[config.mk]
export PLATFORM = sky130hd
export DESIGN_NAME = uart_tx_scheduler
export DESIGN_NICKNAME = d
export VERILOG_FILES = /design/src/rtl/uart_tx_scheduler.sv
export SDC_FILE = /design/constraint.sdc
export NUM_CORES = 1
export LEC_CHECK = 0
export BUFFER_PORTS_ARGS = -buffer_cell sky130_fd_sc_hd__buf_2
export CAP_MARGIN = 30
export CORE_MARGIN = 5
export CORE_UTILIZATION = 45
export CTS_CLUSTER_DIAMETER = 60
export DETAILED_ROUTE_END_ITERATION = 10
export PLACE_DENSITY_LB_ADDON = 0.3
export SYNTH_ARGS = -nofsm -noshare
export SYNTH_HDL_FRONTEND = slang
export SYNTH_SLANG_ARGS = --single-unit
[constraint.sdc]
create_clock -name sysclk -period 6.55 [get_ports sysclk]
set_clock_uncertainty 0.2 [all_clocks]
set_input_delay 0.655 -clock sysclk [delete_from_list [all_inputs] [get_ports sysclk]]
set_output_delay 0.655 -clock sysclk [all_outputs]
set_load 0.02 [all_outputs]
[src/rtl/uart_tx_scheduler.sv]
// uart_tx_scheduler: byte queue between the MEM stage and the UART transmitter; launches one frame at a time.
// Optional status word (sent counter, flags, fill level) is built only when UART_TXQ_STATUS_EN is defined.
module uart_tx_scheduler #(
   parameter int DEPTH      = 16,
   parameter int GAP_CYCLES = 0
) (
   input  logic        sysclk,
   input  logic        cpu_resetn,
   input  logic        wr_en,
   input  logic [7:0]  wr_data,
   output logic        stall_req,
   output logic        uart_wr_o,
   output logic [7:0]  uart_dat_o,
   input  logic        uart_busy_i,
   output logic        full,
   output logic        empty,
   output logic [31:0] status_o
);

   localparam int          AW        = $clog2(DEPTH);
   localparam logic [AW:0] DEPTH_CNT = (AW + 1)'(DEPTH);
   localparam logic [7:0]  GAP_LOAD  = 8'(GAP_CYCLES);

   typedef enum logic [2:0] {
      S_IDLE,
      S_LAUNCH,
      S_ARM,
      S_DRAIN,
      S_GAP
   } state_t;

   state_t        state_q, state_d;
   logic [AW-1:0] wptr_q, wptr_d;
   logic [AW-1:0] rptr_q, rptr_d;
   logic [AW:0]   count_q, count_d;
   logic          full_q, full_d;
   logic          empty_q, empty_d;
   logic          wr_q, wr_d;
   logic [7:0]    dat_q, dat_d;
   logic [7:0]    gap_q, gap_d;
   logic [7:0]    mem_q [DEPTH];
   logic          push;
   logic          pop;

   // Push admission looks only at the registered full flag, so a same-cycle pop never frees a slot early.
   assign push = wr_en && !full_q;
   assign pop  = (state_q == S_LAUNCH);

   always_comb begin
      wptr_d  = wptr_q;
      rptr_d  = rptr_q;
      count_d = count_q;
      if (push) begin
         wptr_d = wptr_q + 1'b1;
      end
      if (pop) begin
         rptr_d = rptr_q + 1'b1;
      end
      case ({push, pop})
         2'b10:   count_d = count_q + 1'b1;
         2'b01:   count_d = count_q - 1'b1;
         default: count_d = count_q;
      endcase
      full_d  = (count_d == DEPTH_CNT);
      empty_d = (count_d == '0);
   end

   // IDLE also launches on a push into an empty queue, bypassing the array, to give one-cycle latency.
   always_comb begin
      state_d = state_q;
      gap_d   = gap_q;
      dat_d   = dat_q;
      wr_d    = 1'b0;
      case (state_q)
         S_IDLE: begin
            if (!empty_q || push) begin
               state_d = S_LAUNCH;
               wr_d    = 1'b1;
               dat_d   = empty_q ? wr_data : mem_q[rptr_q];
            end
         end
         S_LAUNCH: begin
            state_d = S_ARM;
         end
         S_ARM: begin
            state_d = S_DRAIN;
         end
         S_DRAIN: begin
            if (!uart_busy_i) begin
               if (GAP_LOAD != 8'd0) begin
                  state_d = S_GAP;
                  gap_d   = GAP_LOAD;
               end else begin
                  state_d = S_IDLE;
               end
            end
         end
         S_GAP: begin
            gap_d = gap_q - 8'd1;
            if (gap_q <= 8'd1) begin
               state_d = S_IDLE;
               gap_d   = 8'd0;
            end
         end
         default: begin
            state_d = S_IDLE;
         end
      endcase
   end

   always_ff @(posedge sysclk) begin
      if (!cpu_resetn) begin
         state_q <= S_IDLE;
         wptr_q  <= '0;
         rptr_q  <= '0;
         count_q <= '0;
         full_q  <= 1'b0;
         empty_q <= 1'b1;
         wr_q    <= 1'b0;
         dat_q   <= 8'h00;
         gap_q   <= 8'h00;
      end else begin
         state_q <= state_d;
         wptr_q  <= wptr_d;
         rptr_q  <= rptr_d;
         count_q <= count_d;
         full_q  <= full_d;
         empty_q <= empty_d;
         wr_q    <= wr_d;
         dat_q   <= dat_d;
         gap_q   <= gap_d;
      end
   end

   // Storage carries no reset; stale entries are unreachable once the pointers clear.
   always_ff @(posedge sysclk) begin
      if (push) begin
         mem_q[wptr_q] <= wr_data;
      end
   end

   assign stall_req  = wr_en & full_q;
   assign uart_wr_o  = wr_q;
   assign uart_dat_o = dat_q;
   assign full       = full_q;
   assign empty      = empty_q;

`ifdef UART_TXQ_STATUS_EN
   logic [15:0] sent_cnt_q, sent_cnt_d;

   always_comb begin
      sent_cnt_d = sent_cnt_q;
      if (pop) begin
         sent_cnt_d = sent_cnt_q + 16'd1;
      end
   end

   always_ff @(posedge sysclk) begin
      if (!cpu_resetn) begin
         sent_cnt_q <= 16'h0000;
      end else begin
         sent_cnt_q <= sent_cnt_d;
      end
   end

   assign status_o = {sent_cnt_q, full_q, empty_q, 5'b00000, 9'(count_q)};
`else
   assign status_o = 32'h0000_0000;
`endif

endmodule
==> flow_summary.html, run 1 <==
<table>
<tr><th>Metric</th><th>Value</th></tr>
<tr><th colspan="2">Outcome</th></tr>
<tr><td>Outcome</td><td>complete, no violations</td></tr>
<tr><th colspan="2">Worst setup path</th></tr>
<tr><td>Critical R2R Launch</td><td>full</td></tr>
<tr><td>Worst r2r path cells</td><td>8</td></tr>
<tr><td>Cell Chain, Critical Path</td><td>nor2b_1 -&gt; inv_4 -&gt; ha_1 -&gt; nand2b_1 -&gt; or2_2 -&gt; nor4_1 -&gt; a211oi_1 -&gt; nor4bb_1</td></tr>
<tr><td>Setup crit end</td><td>full</td></tr>
<tr><td>Critical-path cell with the highest stage delay</td><td>sky130_fd_sc_hd__nor2b_1</td></tr>
<tr><td>Required time at the worst-slack endpoint</td><td>6.66 ns</td></tr>
<tr><td>Crit end category</td><td>flip-flop</td></tr>
<tr><td>Critical path's largest stage delay</td><td>0.59 ns</td></tr>
<tr><td>Crit path max fanout</td><td>9</td></tr>
<tr><td>Cell count along the critical path</td><td>8</td></tr>
<tr><td>Critical path startpoint category</td><td>flip-flop</td></tr>
<tr><td>Largest delay contributor family on the critical path</td><td>simple AND/OR/NAND/NOR gates</td></tr>
<tr><td>Arrival time of the worst setup path</td><td>2.99 ns</td></tr>
<tr><td>Crit Reg-Reg Endpoint</td><td>full</td></tr>
<tr><td>Worst Setup SP</td><td>full</td></tr>
<tr><td>Setup slack on the worst flop-to-flop path</td><td>3.67 ns</td></tr>
<tr><td>Worst Path Buf+Inv</td><td>1</td></tr>
<tr><td>WS Path Type</td><td>flip-flop to flip-flop</td></tr>
<tr><th colspan="2">STA</th></tr>
<tr><td>Maximum frequency from static timing analysis</td><td>348 MHz</td></tr>
<tr><td>Final hold violations</td><td>0</td></tr>
<tr><td>Tcrit/Tclk final</td><td>0.439</td></tr>
<tr><td>Actual transition at the worst max-transition pin</td><td>0.943 ns</td></tr>
<tr><td>Slew margin rel.</td><td>0.369</td></tr>
<tr><td>Final hold slack</td><td>0.270 ns</td></tr>
<tr><td>RSZ-0062 raised after global routing</td><td>no</td></tr>
<tr><td>Final setup fails</td><td>0</td></tr>
<tr><td>Setup TNS</td><td>0 ns</td></tr>
<tr><td>Fin crit period</td><td>2.88 ns</td></tr>
<tr><td>Number of pins exceeding their max-slew limit in the final report</td><td>0</td></tr>
<tr><th colspan="2">Finish</th></tr>
<tr><td>Layout area overhead</td><td>12.1%</td></tr>
<tr><td>Post-route cell area</td><td>7410 um2</td></tr>
<tr><td>Ratio of cells with drive above 1 in the final layout</td><td>0.218</td></tr>
<tr><td>Diodes inserted</td><td>0</td></tr>
<tr><td>Final layout net count</td><td>456</td></tr>
<tr><td>Most common cell after layout, fill and taps aside</td><td>sky130_fd_sc_hd__edfxtp_1</td></tr>
<tr><td># fillers</td><td>1170</td></tr>
<tr><td>Commonest cells after routing, fill and taps aside</td><td>sky130_fd_sc_hd__edfxtp_1, sky130_fd_sc_hd__conb_1, sky130_fd_sc_hd__mux4_2, sky130_fd_sc_hd__dfxtp_1, sky130_fd_sc_hd__nor2_1</td></tr>
<tr><td>Layout Utilization</td><td>0.512</td></tr>
<tr><th colspan="2">Place</th></tr>
<tr><td>Half-perimeter wire length after placement</td><td>8000 um</td></tr>
<tr><td>Instance area after placement</td><td>6770 um2</td></tr>
<tr><td>Count of port buffers added during placement</td><td>23</td></tr>
<tr><td>RD Place Congestion</td><td>0.758</td></tr>
<tr><th colspan="2">Hold path</th></tr>
<tr><td>Hold WC Path Type</td><td>flip-flop to flip-flop</td></tr>
<tr><th colspan="2">Clock tree</th></tr>
<tr><td>Clock tree root buffer cell</td><td>sky130_fd_sc_hd__clkbuf_16</td></tr>
<tr><td>Post-CTS setup-driven buffer insertion count</td><td>0</td></tr>
<tr><td>Clock tree from TritonCTS</td><td>done</td></tr>
<tr><td>Hold bufs inserted after CTS</td><td>0</td></tr>
<tr><td>Sink Count</td><td>158</td></tr>
<tr><td>Gates resized, CTS repair</td><td>0</td></tr>
<tr><td>Clock edge transition at the registers on the reported setup and hold paths</td><td>0.06 ns</td></tr>
<tr><td>CTS Buffer Depth</td><td>2</td></tr>
<tr><td>H-tree lvl count</td><td>4</td></tr>
<tr><td>Cts bufs inserted</td><td>17</td></tr>
<tr><td>Later-pin clock latency in the skew report</td><td>0.42 ns</td></tr>
<tr><th colspan="2">Die</th></tr>
<tr><td>IO Count</td><td>56</td></tr>
<tr><td>Area enclosed by the die boundary</td><td>17200 um2</td></tr>
<tr><td>Number of rows created at floorplan</td><td>44</td></tr>
<tr><td>Core Area</td><td>14500 um2</td></tr>
<tr><td>Chip Width</td><td>131 um</td></tr>
<tr><td>Initial cell density of the core</td><td>0.457</td></tr>
<tr><td>Die Y</td><td>131 um</td></tr>
<tr><th colspan="2">GRT</th></tr>
<tr><td>Final global-route overflow total</td><td>0</td></tr>
<tr><td>Via count of the first global-routing pass</td><td>3467</td></tr>
<tr><td>Antenna violations before repair</td><td>0</td></tr>
<tr><td>Tot GR Track Use</td><td>0.149</td></tr>
<tr><td>Pin count of the biggest net entering global routing</td><td>33</td></tr>
<tr><td>Wire length of the first global-routing pass</td><td>19600 um</td></tr>
<tr><th colspan="2">Logic synthesis</th></tr>
<tr><td>Total number of yosys warnings</td><td>0</td></tr>
<tr><td>Gate count after technology mapping</td><td>402</td></tr>
<tr><td>Ys flop type</td><td>sky130_fd_sc_hd__edfxtp_1</td></tr>
<tr><td>Sequential share of the synthesized area</td><td>0.672</td></tr>
<tr><td>Number of distinct standard cells referenced by the synthesized netlist</td><td>42</td></tr>
<tr><td>Average size of a mapped cell</td><td>16.4 um2</td></tr>
<tr><td>Post-Synthesis Cell Area</td><td>6610 um2</td></tr>
<tr><td>#FFs+latches synth</td><td>158</td></tr>
<tr><td>Post-synth EDFFs</td><td>128</td></tr>
<tr><td>Async set-reset flop share out of synthesis</td><td>0</td></tr>
<tr><th colspan="2">Run</th></tr>
<tr><td>Number of max-cap violations</td><td>0</td></tr>
<tr><th colspan="2">Power and ir drop</th></tr>
<tr><td>Max VDD drop</td><td>0.156 mV</td></tr>
<tr><td>Static power due to leakage</td><td>0.00256 uW</td></tr>
<tr><td>Power Density</td><td>394 nW/um2</td></tr>
<tr><th colspan="2">Detailed routing</th></tr>
<tr><td>Average via count per standard cell</td><td>5.35</td></tr>
<tr><td>Total iterations of the first detailed-routing run</td><td>4</td></tr>
<tr><td>WL per Instance</td><td>19.9 um</td></tr>
<tr><td>Routed vias</td><td>3359</td></tr>
<tr><td>ANT nets after route</td><td>0</td></tr>
<tr><td>Starting DRC count in detailed routing</td><td>177</td></tr>
<tr><td>Final WL</td><td>12500 um</td></tr>
<tr><td>DRC violation count after routing</td><td>0</td></tr>
</table>
[how the worst min path moves through the flow]
stage	endpoint	start	cells past startpoint	slack [ns]
after floorplan	wptr_q[1]	wptr_q[1]	2	0.29
after global placement	uart_dat_o[6]	uart_dat_o[6]	2	0.26
after detailed placement	uart_dat_o[6]	uart_dat_o[6]	2	0.26
after CTS	uart_dat_o[6]	uart_dat_o[6]	2	0.27
after global routing	uart_dat_o[6]	uart_dat_o[6]	2	0.32
final	uart_dat_o[6]	uart_dat_o[6]	2	0.27
[final cells by class]
class | instances | area (um2) | area share
Multi-Input combinational cell | 218 | 1910 | 0.257
Sequential cell | 158 | 4450 | 0.600
Clock buffer | 20 | 467 | 0.0629
Inverter | 7 | 28.8 | 0.00388
Clock inverter | 12 | 178 | 0.0240
Timing Repair Buffer | 29 | 160 | 0.0216
Tap cell | 184 | 230 | 0.0310
[registers in the layout, indices dropped and copies added, names as in the netlist, named ones only]
name,count
full,1
uart_dat_o,8
mem_q,128
uart_wr_o,1
count_q,5
state_q,2
rptr_q,4
wptr_q,4
empty,1
[layer usage]
layer,GRT usage,vias to the layer above,routed length (um)
li1,-,1549,-
met2,0.244,98,6210
met3,0.0390,23,651
met4,0.0606,0,267
met5,0,-,0
met1,0.189,1689,5350
[power breakdown]
| group | switching (uW) | total, uW | internal [uW] |
|---|---|---|---|
| sequential | 67.5 | 1230 | 1160 |
| combinational | 344 | 639 | 295 |
| clock | 384 | 1050 | 671 |
| total | 795 | 2920 | 2130 |
[cell families (layout without fill, tap and decap cells)]
group | count (synthesis) | count (layout) | synth area share
AO/OA/AOI/OAI | 46 | 46 | 0.0541
XOR/XNOR | 11 | 11 | 0.0146
adder cells (fa/ha/maj) | 13 | 13 | 0.0246
buffers and inverters | 57 | 68 | 0.0572
flip-flops | 158 | 158 | 0.672
multiplexers | 36 | 36 | 0.116
other | 1 | 32 | 0.000567
AND/OR/NAND/NOR | 80 | 80 | 0.0611
[cell usage after synthesis (all sizes together) (4+ instances only)]
cell / count / area (um2)
o21ai: 8 / 40.0
nor2: 27 / 101
nor2b: 8 / 50.1
a21oi: 4 / 20.0
nand2b: 5 / 31.3
nor3: 7 / 35.0
nand2: 10 / 37.5
inv: 7 / 28.8
edfxtp: 128 / 3840
a32oi: 9 / 78.8
clkbuf: 8 / 30.0
dfxtp: 30 / 601
a22o: 16 / 140
xnor2: 9 / 78.8
mux4: 32 / 724
mux2i: 4 / 40.0
ha: 13 / 163
buf: 42 / 319
and2: 12 / 75.1
[per-stage QoR]
| step | instances | total power (uW) | setup WS (ns) |
|---|---|---|---|
| after detailed placement | 596 | 1890 | 3.26 |
| final | 628 | 2920 | 3.67 |
| after CTS | 628 | 2950 | 3.64 |
| after global placement | 596 | 1880 | 3.39 |
| after floorplan | 433 | 1780 | 3.96 |
| after global routing | 628 | 3050 | 3.45 |
[tightest hold or removal path: cells and delay by family (launching register included)]
kind	cells	cell delay, ns
flip-flops	1	0.33
AO/OA/AOI/OAI	2	0.11
Power figures use the tool's default switching activity.
==> run 2: changes to the inputs <==
clock period = 2.36 ns   (was 6.55 ns; I/O delays follow)
==> run 2 against run 1 <==
Compared with the run above:
- wire length is 1.4% higher
- power rose to 2.7 times the previous value
- sequential cell count unchanged
- die area unchanged
- count of clock-buffer cells in the layout down 2
- worst hold slack got worse by 0.25 ns
- worst setup slack lost 3.6 ns
- critical endpoint is now empty
==> flow_summary.html, run 2 (synthesis gave the netlist of run 1 again) <==
<table>
<tr><th>Metric</th><th>Value</th></tr>
<tr><th colspan="2">Power and ir drop</th></tr>
<tr><td>Static power due to leakage</td><td>0.00270 uW</td></tr>
<tr><td>Combinational share of power</td><td>0.248</td></tr>
<tr><td>Register share of total power</td><td>0.425</td></tr>
<tr><td>Int Power</td><td>5740 uW</td></tr>
<tr><td>Design Power</td><td>8020 uW</td></tr>
<tr><td>Clock power share</td><td>0.327</td></tr>
<tr><td>Max VDD drop</td><td>0.511 mV</td></tr>
<tr><td>Power Density</td><td>1040 nW/um2</td></tr>
<tr><td>Net Sw Power</td><td>2280 uW</td></tr>
<tr><td>Switching Fraction</td><td>0.284</td></tr>
<tr><th colspan="2">STA</th></tr>
<tr><td>Final setup fails</td><td>0</td></tr>
<tr><td>Maximum frequency from static timing analysis</td><td>441 MHz</td></tr>
<tr><td>Tcrit/Tclk final</td><td>0.961</td></tr>
<tr><td>Fin crit period</td><td>2.27 ns</td></tr>
<tr><td>Number of pins exceeding their max-slew limit in the final report</td><td>0</td></tr>
<tr><td>Final hold violations</td><td>0</td></tr>
<tr><td>Smallest setup slack after layout</td><td>0.0911 ns</td></tr>
<tr><td>Setup TNS</td><td>0 ns</td></tr>
<tr><th colspan="2">Finish</th></tr>
<tr><td>Area occupied by registers</td><td>4450 um2</td></tr>
<tr><td>Most flops, register</td><td>mem_q</td></tr>
<tr><td>Most common cell after layout, fill and taps aside</td><td>sky130_fd_sc_hd__edfxtp_1</td></tr>
<tr><td>Area of the multi-input gates</td><td>1980 um2</td></tr>
<tr><td>Diodes inserted</td><td>0</td></tr>
<tr><td>Layout Utilization</td><td>0.531</td></tr>
<tr><td>Post-route cell area</td><td>7690 um2</td></tr>
<tr><td>Commonest cells after routing, fill and taps aside</td><td>sky130_fd_sc_hd__edfxtp_1, sky130_fd_sc_hd__conb_1, sky130_fd_sc_hd__mux4_2, sky130_fd_sc_hd__buf_4</td></tr>
<tr><td>Layout area overhead</td><td>16.3%</td></tr>
<tr><td>Final layout net count</td><td>486</td></tr>
<tr><td># fillers</td><td>1147</td></tr>
<tr><td>Flip-flop count of the largest register after layout</td><td>128</td></tr>
<tr><td>Ratio of cells with drive above 1 in the final layout</td><td>0.281</td></tr>
<tr><th colspan="2">Die</th></tr>
<tr><td>Chip Width</td><td>131 um</td></tr>
<tr><td>Initial cell density of the core</td><td>0.457</td></tr>
<tr><td>Die Y</td><td>131 um</td></tr>
<tr><td>Number of rows created at floorplan</td><td>44</td></tr>
<tr><td>Core Area</td><td>14500 um2</td></tr>
<tr><td>Area enclosed by the die boundary</td><td>17200 um2</td></tr>
<tr><td>IO Count</td><td>56</td></tr>
<tr><th colspan="2">GRT</th></tr>
<tr><td>Antenna violations before repair</td><td>0</td></tr>
<tr><td>Pin count of the biggest net entering global routing</td><td>33</td></tr>
<tr><td>Wire length of the first global-routing pass</td><td>19800 um</td></tr>
<tr><td>Via count of the first global-routing pass</td><td>3500</td></tr>
<tr><td>Final global-route overflow total</td><td>0</td></tr>
<tr><td>Tot GR Track Use</td><td>0.150</td></tr>
<tr><th colspan="2">Hold path</th></tr>
<tr><td>Worst hold path startpoint</td><td>wr_data[5]</td></tr>
<tr><td>Terminating pin of the worst hold path</td><td>mem_q[5][5]</td></tr>
<tr><td>Hold Path Stages</td><td>1</td></tr>
<tr><td>Hold WC Path Type</td><td>input port to flip-flop</td></tr>
<tr><th colspan="2">Worst setup path</th></tr>
<tr><td>Critical path startpoint category</td><td>flip-flop</td></tr>
<tr><td>Arrival time of the worst setup path</td><td>2.35 ns</td></tr>
<tr><td>Required time at the worst-slack endpoint</td><td>2.45 ns</td></tr>
<tr><td>WS Path Type</td><td>flip-flop to flip-flop</td></tr>
<tr><td>Critical R2R Launch</td><td>state_q[1]</td></tr>
<tr><td>Worst r2r path cells</td><td>10</td></tr>
<tr><td>Setup slack on the worst flop-to-flop path</td><td>0.09 ns</td></tr>
<tr><td>Crit path max fanout</td><td>4</td></tr>
<tr><td>Crit Reg-Reg Endpoint</td><td>empty</td></tr>
<tr><td>Crit end category</td><td>flip-flop</td></tr>
<tr><th colspan="2">Detailed routing</th></tr>
<tr><td>ANT nets after route</td><td>0</td></tr>
<tr><td>DRC violation count after routing</td><td>0</td></tr>
<tr><td>Average via count per standard cell</td><td>5.24</td></tr>
<tr><td>Routed vias</td><td>3447</td></tr>
<tr><td>Total iterations of the first detailed-routing run</td><td>4</td></tr>
<tr><td>WL per Instance</td><td>19.2 um</td></tr>
<tr><td>Starting DRC count in detailed routing</td><td>276</td></tr>
<tr><td>Final WL</td><td>12700 um</td></tr>
<tr><th colspan="2">Clock tree</th></tr>
<tr><td>Cts bufs inserted</td><td>17</td></tr>
<tr><td>Clock tree from TritonCTS</td><td>done</td></tr>
<tr><td>Clock tree root buffer cell</td><td>sky130_fd_sc_hd__clkbuf_16</td></tr>
<tr><td>H-tree lvl count</td><td>4</td></tr>
<tr><td>Sink Count</td><td>158</td></tr>
<tr><td>Later-pin clock latency in the skew report</td><td>0.42 ns</td></tr>
<tr><td>Post-CTS setup-driven buffer insertion count</td><td>0</td></tr>
<tr><td>Clock edge transition at the registers on the reported setup and hold paths</td><td>0.06 ns</td></tr>
<tr><td>CTS Buffer Depth</td><td>2</td></tr>
<tr><th colspan="2">Outcome</th></tr>
<tr><td>Outcome</td><td>complete, no violations</td></tr>
<tr><th colspan="2">Place</th></tr>
<tr><td>Instance area after placement</td><td>6980 um2</td></tr>
<tr><td>Count of port buffers added during placement</td><td>23</td></tr>
<tr><td>Half-perimeter wire length after placement</td><td>8050 um</td></tr>
<tr><td>RD Place Congestion</td><td>0.744</td></tr>
<tr><td>Setup slack at placement</td><td>-0.0502 ns</td></tr>
<tr><th colspan="2">Run</th></tr>
<tr><td>Number of max-cap violations</td><td>0</td></tr>
</table>
==> run 2: critical path: stages, from the launching register on <==
cell and delay, ns:
sky130_fd_sc_hd__dfxtp_4 0.36, sky130_fd_sc_hd__inv_2 0.10, sky130_fd_sc_hd__ha_4 0.14, sky130_fd_sc_hd__nand2_2 0.08
sky130_fd_sc_hd__xnor2_2 0.13, sky130_fd_sc_hd__ha_2 0.23, sky130_fd_sc_hd__a21oi_2 0.06, sky130_fd_sc_hd__a21boi_2 0.19
sky130_fd_sc_hd__or2_2 0.30, sky130_fd_sc_hd__a211oi_2 0.26, sky130_fd_sc_hd__o31ai_1 0.09
==> run 2: worst max path at each step <==
stage                    start     to  slack (ns)
global route        state_q[1]  empty      -0.004
finish              state_q[1]  empty        0.09
detailed placement       wr_en  empty       -0.05
global placement         wr_en   full        0.02
floorplan                 full   full        0.03
CTS                       full  empty       0.002
==> run 2: layout make-up <==
type / instances / area share
flip-flops and latches: 158 / 0.579
repair buffers: 59 / 0.0553
inverters: 7 / 0.00374
clock inverters: 14 / 0.0184
multi-input cells: 218 / 0.258
clock buffers: 18 / 0.0558
well taps: 184 / 0.0299
==> run 2: power by group through the flow <==
stage               logic, uW  clock network (uW)  registers (uW)
floorplan                1450                   0            3480
global placement         1890                   0            3430
CTS                      1970                2670            3390
finish                   1990                2620            3410
detailed placement       1920                   0            3450
global route             2170                2800            3430
==> run 2: stage by stage <==
step                hold WS (ns)  cells
floorplan                  0.135    433
global placement           0.273    620
detailed placement         0.272    620
CTS                     0.000618    658
global route              0.0245    658
finish                    0.0177    658
==> run 2: per-layer routing <==
metal  GRT usage  vias to the layer above  share of wire
met2       0.241                      100           0.50
met5           0                        -              0
li1            -                     1593              -
met4      0.0450                        0         0.0056
met1       0.200                     1749           0.43
met3      0.0432                        5          0.061
==> run 2: what timing repair did <==
item / CTS / global route
hold buffers: 6 / 0
hold endpoints to repair: 9 / 0
gates resized for setup: 7 / 12
endpoints found under the setup margin: 2 / 4
pin swaps: 0 / 1
==> run 3: changes to the inputs <==
ABC_AREA = 1   (was not set)
REMOVE_ABC_BUFFERS = 1   (was not set)
==> run 3 against run 2 <==
Compared with the run above:
- first-iteration DRC count rose by 47%
- wire length rose by 16%
- die area rose by 5.4%
- cell count rose by 35%
- combinational power rose by 16%
- worst setup slack improved by 0.069 ns
- via count rose by 32%
- register-to-register slack improved by 0.07 ns
- sequential cell count did not move
==> flow_summary.html, run 3 <==
<table>
<tr><th>Metric</th><th>Value</th></tr>
<tr><th colspan="2">GRT</th></tr>
<tr><td>Antenna violations before repair</td><td>0</td></tr>
<tr><td>Tot GR Track Use</td><td>0.172</td></tr>
<tr><td>Via count of the first global-routing pass</td><td>4444</td></tr>
<tr><td>Final global-route overflow total</td><td>0</td></tr>
<tr><td>Wire length of the first global-routing pass</td><td>23800 um</td></tr>
<tr><td>Pin count of the biggest net entering global routing</td><td>65</td></tr>
<tr><th colspan="2">Logic synthesis</th></tr>
<tr><td>Sequential share of the synthesized area</td><td>0.635</td></tr>
<tr><td>Post-Synthesis Cell Area</td><td>7000 um2</td></tr>
<tr><td>Most common cell in the netlist</td><td>sky130_fd_sc_hd__edfxtp_1</td></tr>
<tr><td>Share of the synthesized area in the top cell type</td><td>0.549</td></tr>
<tr><td>Total number of yosys warnings</td><td>0</td></tr>
<tr><td>Average size of a mapped cell</td><td>10.8 um2</td></tr>
<tr><td>Post-synth EDFFs</td><td>128</td></tr>
<tr><td>Synth top area cells</td><td>sky130_fd_sc_hd__edfxtp_1, sky130_fd_sc_hd__dfxtp_1, sky130_fd_sc_hd__inv_1</td></tr>
<tr><td>Async set-reset flop share out of synthesis</td><td>0</td></tr>
<tr><td>Synth cell count leaders</td><td>sky130_fd_sc_hd__edfxtp_1, sky130_fd_sc_hd__inv_1, sky130_fd_sc_hd__nand2_1</td></tr>
<tr><td>Gate count after technology mapping</td><td>649</td></tr>
<tr><td>Cell type contributing the most total cell area after synthesis</td><td>sky130_fd_sc_hd__edfxtp_1</td></tr>
<tr><td>#FFs+latches synth</td><td>158</td></tr>
<tr><td>Ys flop type</td><td>sky130_fd_sc_hd__edfxtp_1</td></tr>
<tr><td>Number of distinct standard cells referenced by the synthesized netlist</td><td>30</td></tr>
<tr><th colspan="2">Clock tree</th></tr>
<tr><td>Clock tree root buffer cell</td><td>sky130_fd_sc_hd__clkbuf_16</td></tr>
<tr><td>Later-pin clock latency in the skew report</td><td>0.42 ns</td></tr>
<tr><td>CTS Buffer Depth</td><td>2</td></tr>
<tr><td>Clock tree from TritonCTS</td><td>done</td></tr>
<tr><td>H-tree lvl count</td><td>4</td></tr>
<tr><td>Post-CTS setup-driven buffer insertion count</td><td>0</td></tr>
<tr><td>Clock edge transition at the registers on the reported setup and hold paths</td><td>0.06 ns</td></tr>
<tr><td>Sink Count</td><td>158</td></tr>
<tr><td>Cts bufs inserted</td><td>17</td></tr>
<tr><th colspan="2">Worst setup path</th></tr>
<tr><td>Critical R2R Launch</td><td>state_q[0]</td></tr>
<tr><td>WS Path Type</td><td>flip-flop to flip-flop</td></tr>
<tr><td>Crit path max fanout</td><td>5</td></tr>
<tr><td>Crit end category</td><td>flip-flop</td></tr>
<tr><td>Worst r2r path cells</td><td>13</td></tr>
<tr><td>Critical path startpoint category</td><td>flip-flop</td></tr>
<tr><td>Worst Setup SP</td><td>state_q[0]</td></tr>
<tr><td>Arrival time of the worst setup path</td><td>2.36 ns</td></tr>
<tr><td>Required time at the worst-slack endpoint</td><td>2.51 ns</td></tr>
<tr><th colspan="2">Detailed routing</th></tr>
<tr><td>DRC violation count after routing</td><td>0</td></tr>
<tr><td>Average via count per standard cell</td><td>5.13</td></tr>
<tr><td>Met3 WL post-DR</td><td>830 um</td></tr>
<tr><td>WL per Instance</td><td>16.5 um</td></tr>
<tr><td>Final WL</td><td>14700 um</td></tr>
<tr><td>Met2 wirelength from detailed routing</td><td>6970 um</td></tr>
<tr><td>ANT nets after route</td><td>0</td></tr>
<tr><td>Routed vias</td><td>4567</td></tr>
<tr><td>Met1 Routed Length</td><td>6530 um</td></tr>
<tr><td>Total iterations of the first detailed-routing run</td><td>4</td></tr>
<tr><td>Starting DRC count in detailed routing</td><td>406</td></tr>
<tr><td>Top Layer Used</td><td>met4</td></tr>
<tr><th colspan="2">Hold path</th></tr>
<tr><td>Hold WC Path Type</td><td>input port to flip-flop</td></tr>
<tr><td>Hold Path Stages</td><td>1</td></tr>
<tr><td>Worst hold path startpoint</td><td>wr_data[4]</td></tr>
<tr><th colspan="2">Finish</th></tr>
<tr><td>Final layout net count</td><td>714</td></tr>
<tr><td>Flip-flop count of the largest register after layout</td><td>128</td></tr>
<tr><td>Most flops, register</td><td>mem_q</td></tr>
<tr><td>Layout Utilization</td><td>0.520</td></tr>
<tr><td>Commonest cells after routing, fill and taps aside</td><td>sky130_fd_sc_hd__edfxtp_1, sky130_fd_sc_hd__inv_1, sky130_fd_sc_hd__nand2_1, sky130_fd_sc_hd__nand3_1, sky130_fd_sc_hd__a21oi_1</td></tr>
<tr><td>Layout area overhead</td><td>12.9%</td></tr>
<tr><td>Ratio of cells with drive above 1 in the final layout</td><td>0.132</td></tr>
<tr><td># fillers</td><td>1342</td></tr>
<tr><td>Final Instance Count excl. Fillers</td><td>890</td></tr>
<tr><td>Diodes inserted</td><td>0</td></tr>
<tr><td>Most common cell after layout, fill and taps aside</td><td>sky130_fd_sc_hd__edfxtp_1</td></tr>
<tr><th colspan="2">STA</th></tr>
<tr><td>Fin crit period</td><td>2.20 ns</td></tr>
<tr><td>Tcrit/Tclk final</td><td>0.932</td></tr>
<tr><td>Final setup fails</td><td>0</td></tr>
<tr><td>RSZ-0062 raised after global routing</td><td>no</td></tr>
<tr><td>Maximum frequency from static timing analysis</td><td>454 MHz</td></tr>
<tr><td>Number of pins exceeding their max-slew limit in the final report</td><td>0</td></tr>
<tr><td>Final hold violations</td><td>0</td></tr>
<tr><td>Final hold slack</td><td>0.0372 ns</td></tr>
<tr><th colspan="2">Place</th></tr>
<tr><td>Placed Cells incl. Taps</td><td>855</td></tr>
<tr><td>RD Place Congestion</td><td>0.809</td></tr>
<tr><td>Half-perimeter wire length after placement</td><td>9680 um</td></tr>
<tr><td>Count of port buffers added during placement</td><td>23</td></tr>
<tr><th colspan="2">Die</th></tr>
<tr><td>Chip Width</td><td>135 um</td></tr>
<tr><td>Area enclosed by the die boundary</td><td>18100 um2</td></tr>
<tr><td>IO Count</td><td>56</td></tr>
<tr><td>Number of rows created at floorplan</td><td>45</td></tr>
<tr><td>Initial cell density of the core</td><td>0.460</td></tr>
<tr><td>Die Y</td><td>135 um</td></tr>
<tr><td>Core Area</td><td>15200 um2</td></tr>
<tr><th colspan="2">Power and ir drop</th></tr>
<tr><td>Power Density</td><td>1070 nW/um2</td></tr>
<tr><td>Max VDD drop</td><td>0.623 mV</td></tr>
<tr><td>Static power due to leakage</td><td>0.00306 uW</td></tr>
<tr><th colspan="2">Run</th></tr>
<tr><td>Number of max-cap violations</td><td>0</td></tr>
<tr><th colspan="2">Outcome</th></tr>
<tr><td>Outcome</td><td>complete, no violations</td></tr>
</table>
[run 3: changes by cell type in the layout (fill, tap and decap cells not counted), moves of 9 or more]
cell,change
sky130_fd_sc_hd__nand2_1,+74
sky130_fd_sc_hd__inv_1,+83
sky130_fd_sc_hd__a32oi_1,-9
sky130_fd_sc_hd__a22o_1,-16
sky130_fd_sc_hd__mux4_2,-31
sky130_fd_sc_hd__o211ai_1,+33
sky130_fd_sc_hd__o21ai_0,+48
sky130_fd_sc_hd__and2_1,-12
sky130_fd_sc_hd__nand3_1,+57
sky130_fd_sc_hd__a21oi_1,+47
[run 3: what timing repair did]
| action | 4_1_cts | 5_1_grt |
|---|---|---|
| hold endpoints to repair | 7 | 0 |
| setup endpoints to repair | 0 | 2 |
| hold buffers | 3 | 0 |
| gates resized for setup | 0 | 3 |
[run 3: cell families (layout without fill, tap and decap cells)]
logic type / after synthesis / in the layout / synth area share
adders and majority gates: 13 / 13 / 0.0232
AOI/OAI and AO/OA: 140 / 140 / 0.116
DFF: 158 / 158 / 0.635
and+or+nand+nor: 184 / 184 / 0.115
buffers and inverters: 151 / 173 / 0.107
xor gates and xnor gates: 2 / 2 / 0.00250
other: 1 / 32 / 0.000536
[run 3: metal layers]
layer / up-vias / global-route usage
li1: 2246 / -
met3: 25 / 0.0469
met4: 0 / 0.0684
met5: - / 0
met1: 2184 / 0.226
met2: 112 / 0.273
[run 3: worst paths after layout]
kind                       to  slack, ns
setup / recovery        empty       0.16
hold / removal    mem_q[7][4]       0.04
setup reg to reg        empty       0.16
hold reg to reg     rptr_q[2]       0.32
[run 3: cell type report]
| type | count | area (um2) | area share |
|---|---|---|---|
| clock buffer | 18 | 429 | 0.0543 |
| clock inverter | 14 | 149 | 0.0188 |
| inverter | 91 | 342 | 0.0432 |
| multi-input combinational | 371 | 1930 | 0.245 |
| sequential | 158 | 4450 | 0.563 |
| tap | 188 | 235 | 0.0298 |
| timing repair buffer | 50 | 363 | 0.0459 |
[run 3: stage by stage]
step | cell area, um2 | power, uW | TNS [ns] | setup WS [ns]
after floorplan | 6710 | 5030 | -6.25 | -0.781
after global placement | 7280 | 5720 | 0 | 0.217
after detailed placement | 7280 | 5820 | 0 | 0.0568
after CTS | 7890 | 8500 | 0 | 0.0343
after global routing | 7900 | 8990 | 0 | 0.00778
final | 7900 | 8470 | 0 | 0.160
[run 3: power breakdown]
| part | internal [uW] | switching, uW |
|---|---|---|
| clock | 1640 | 1030 |
| combinational | 806 | 1500 |
| sequential | 3230 | 264 |
| total | 5670 | 2800 |
[run 3: critical path: stages, from the launching register on]
cell and delay (ns):
sky130_fd_sc_hd__dfxtp_1 0.45, sky130_fd_sc_hd__ha_4 0.21, sky130_fd_sc_hd__nand2_2 0.09, sky130_fd_sc_hd__nand2_1 0.09
sky130_fd_sc_hd__nand2_2 0.06, sky130_fd_sc_hd__ha_1 0.18, sky130_fd_sc_hd__inv_1 0.07, sky130_fd_sc_hd__nand2_1 0.10
sky130_fd_sc_hd__nand3b_1 0.19, sky130_fd_sc_hd__nand3_1 0.12, sky130_fd_sc_hd__nand2_1 0.05, sky130_fd_sc_hd__nor2_1 0.09
sky130_fd_sc_hd__nand3_1 0.11, sky130_fd_sc_hd__o21ai_1 0.13
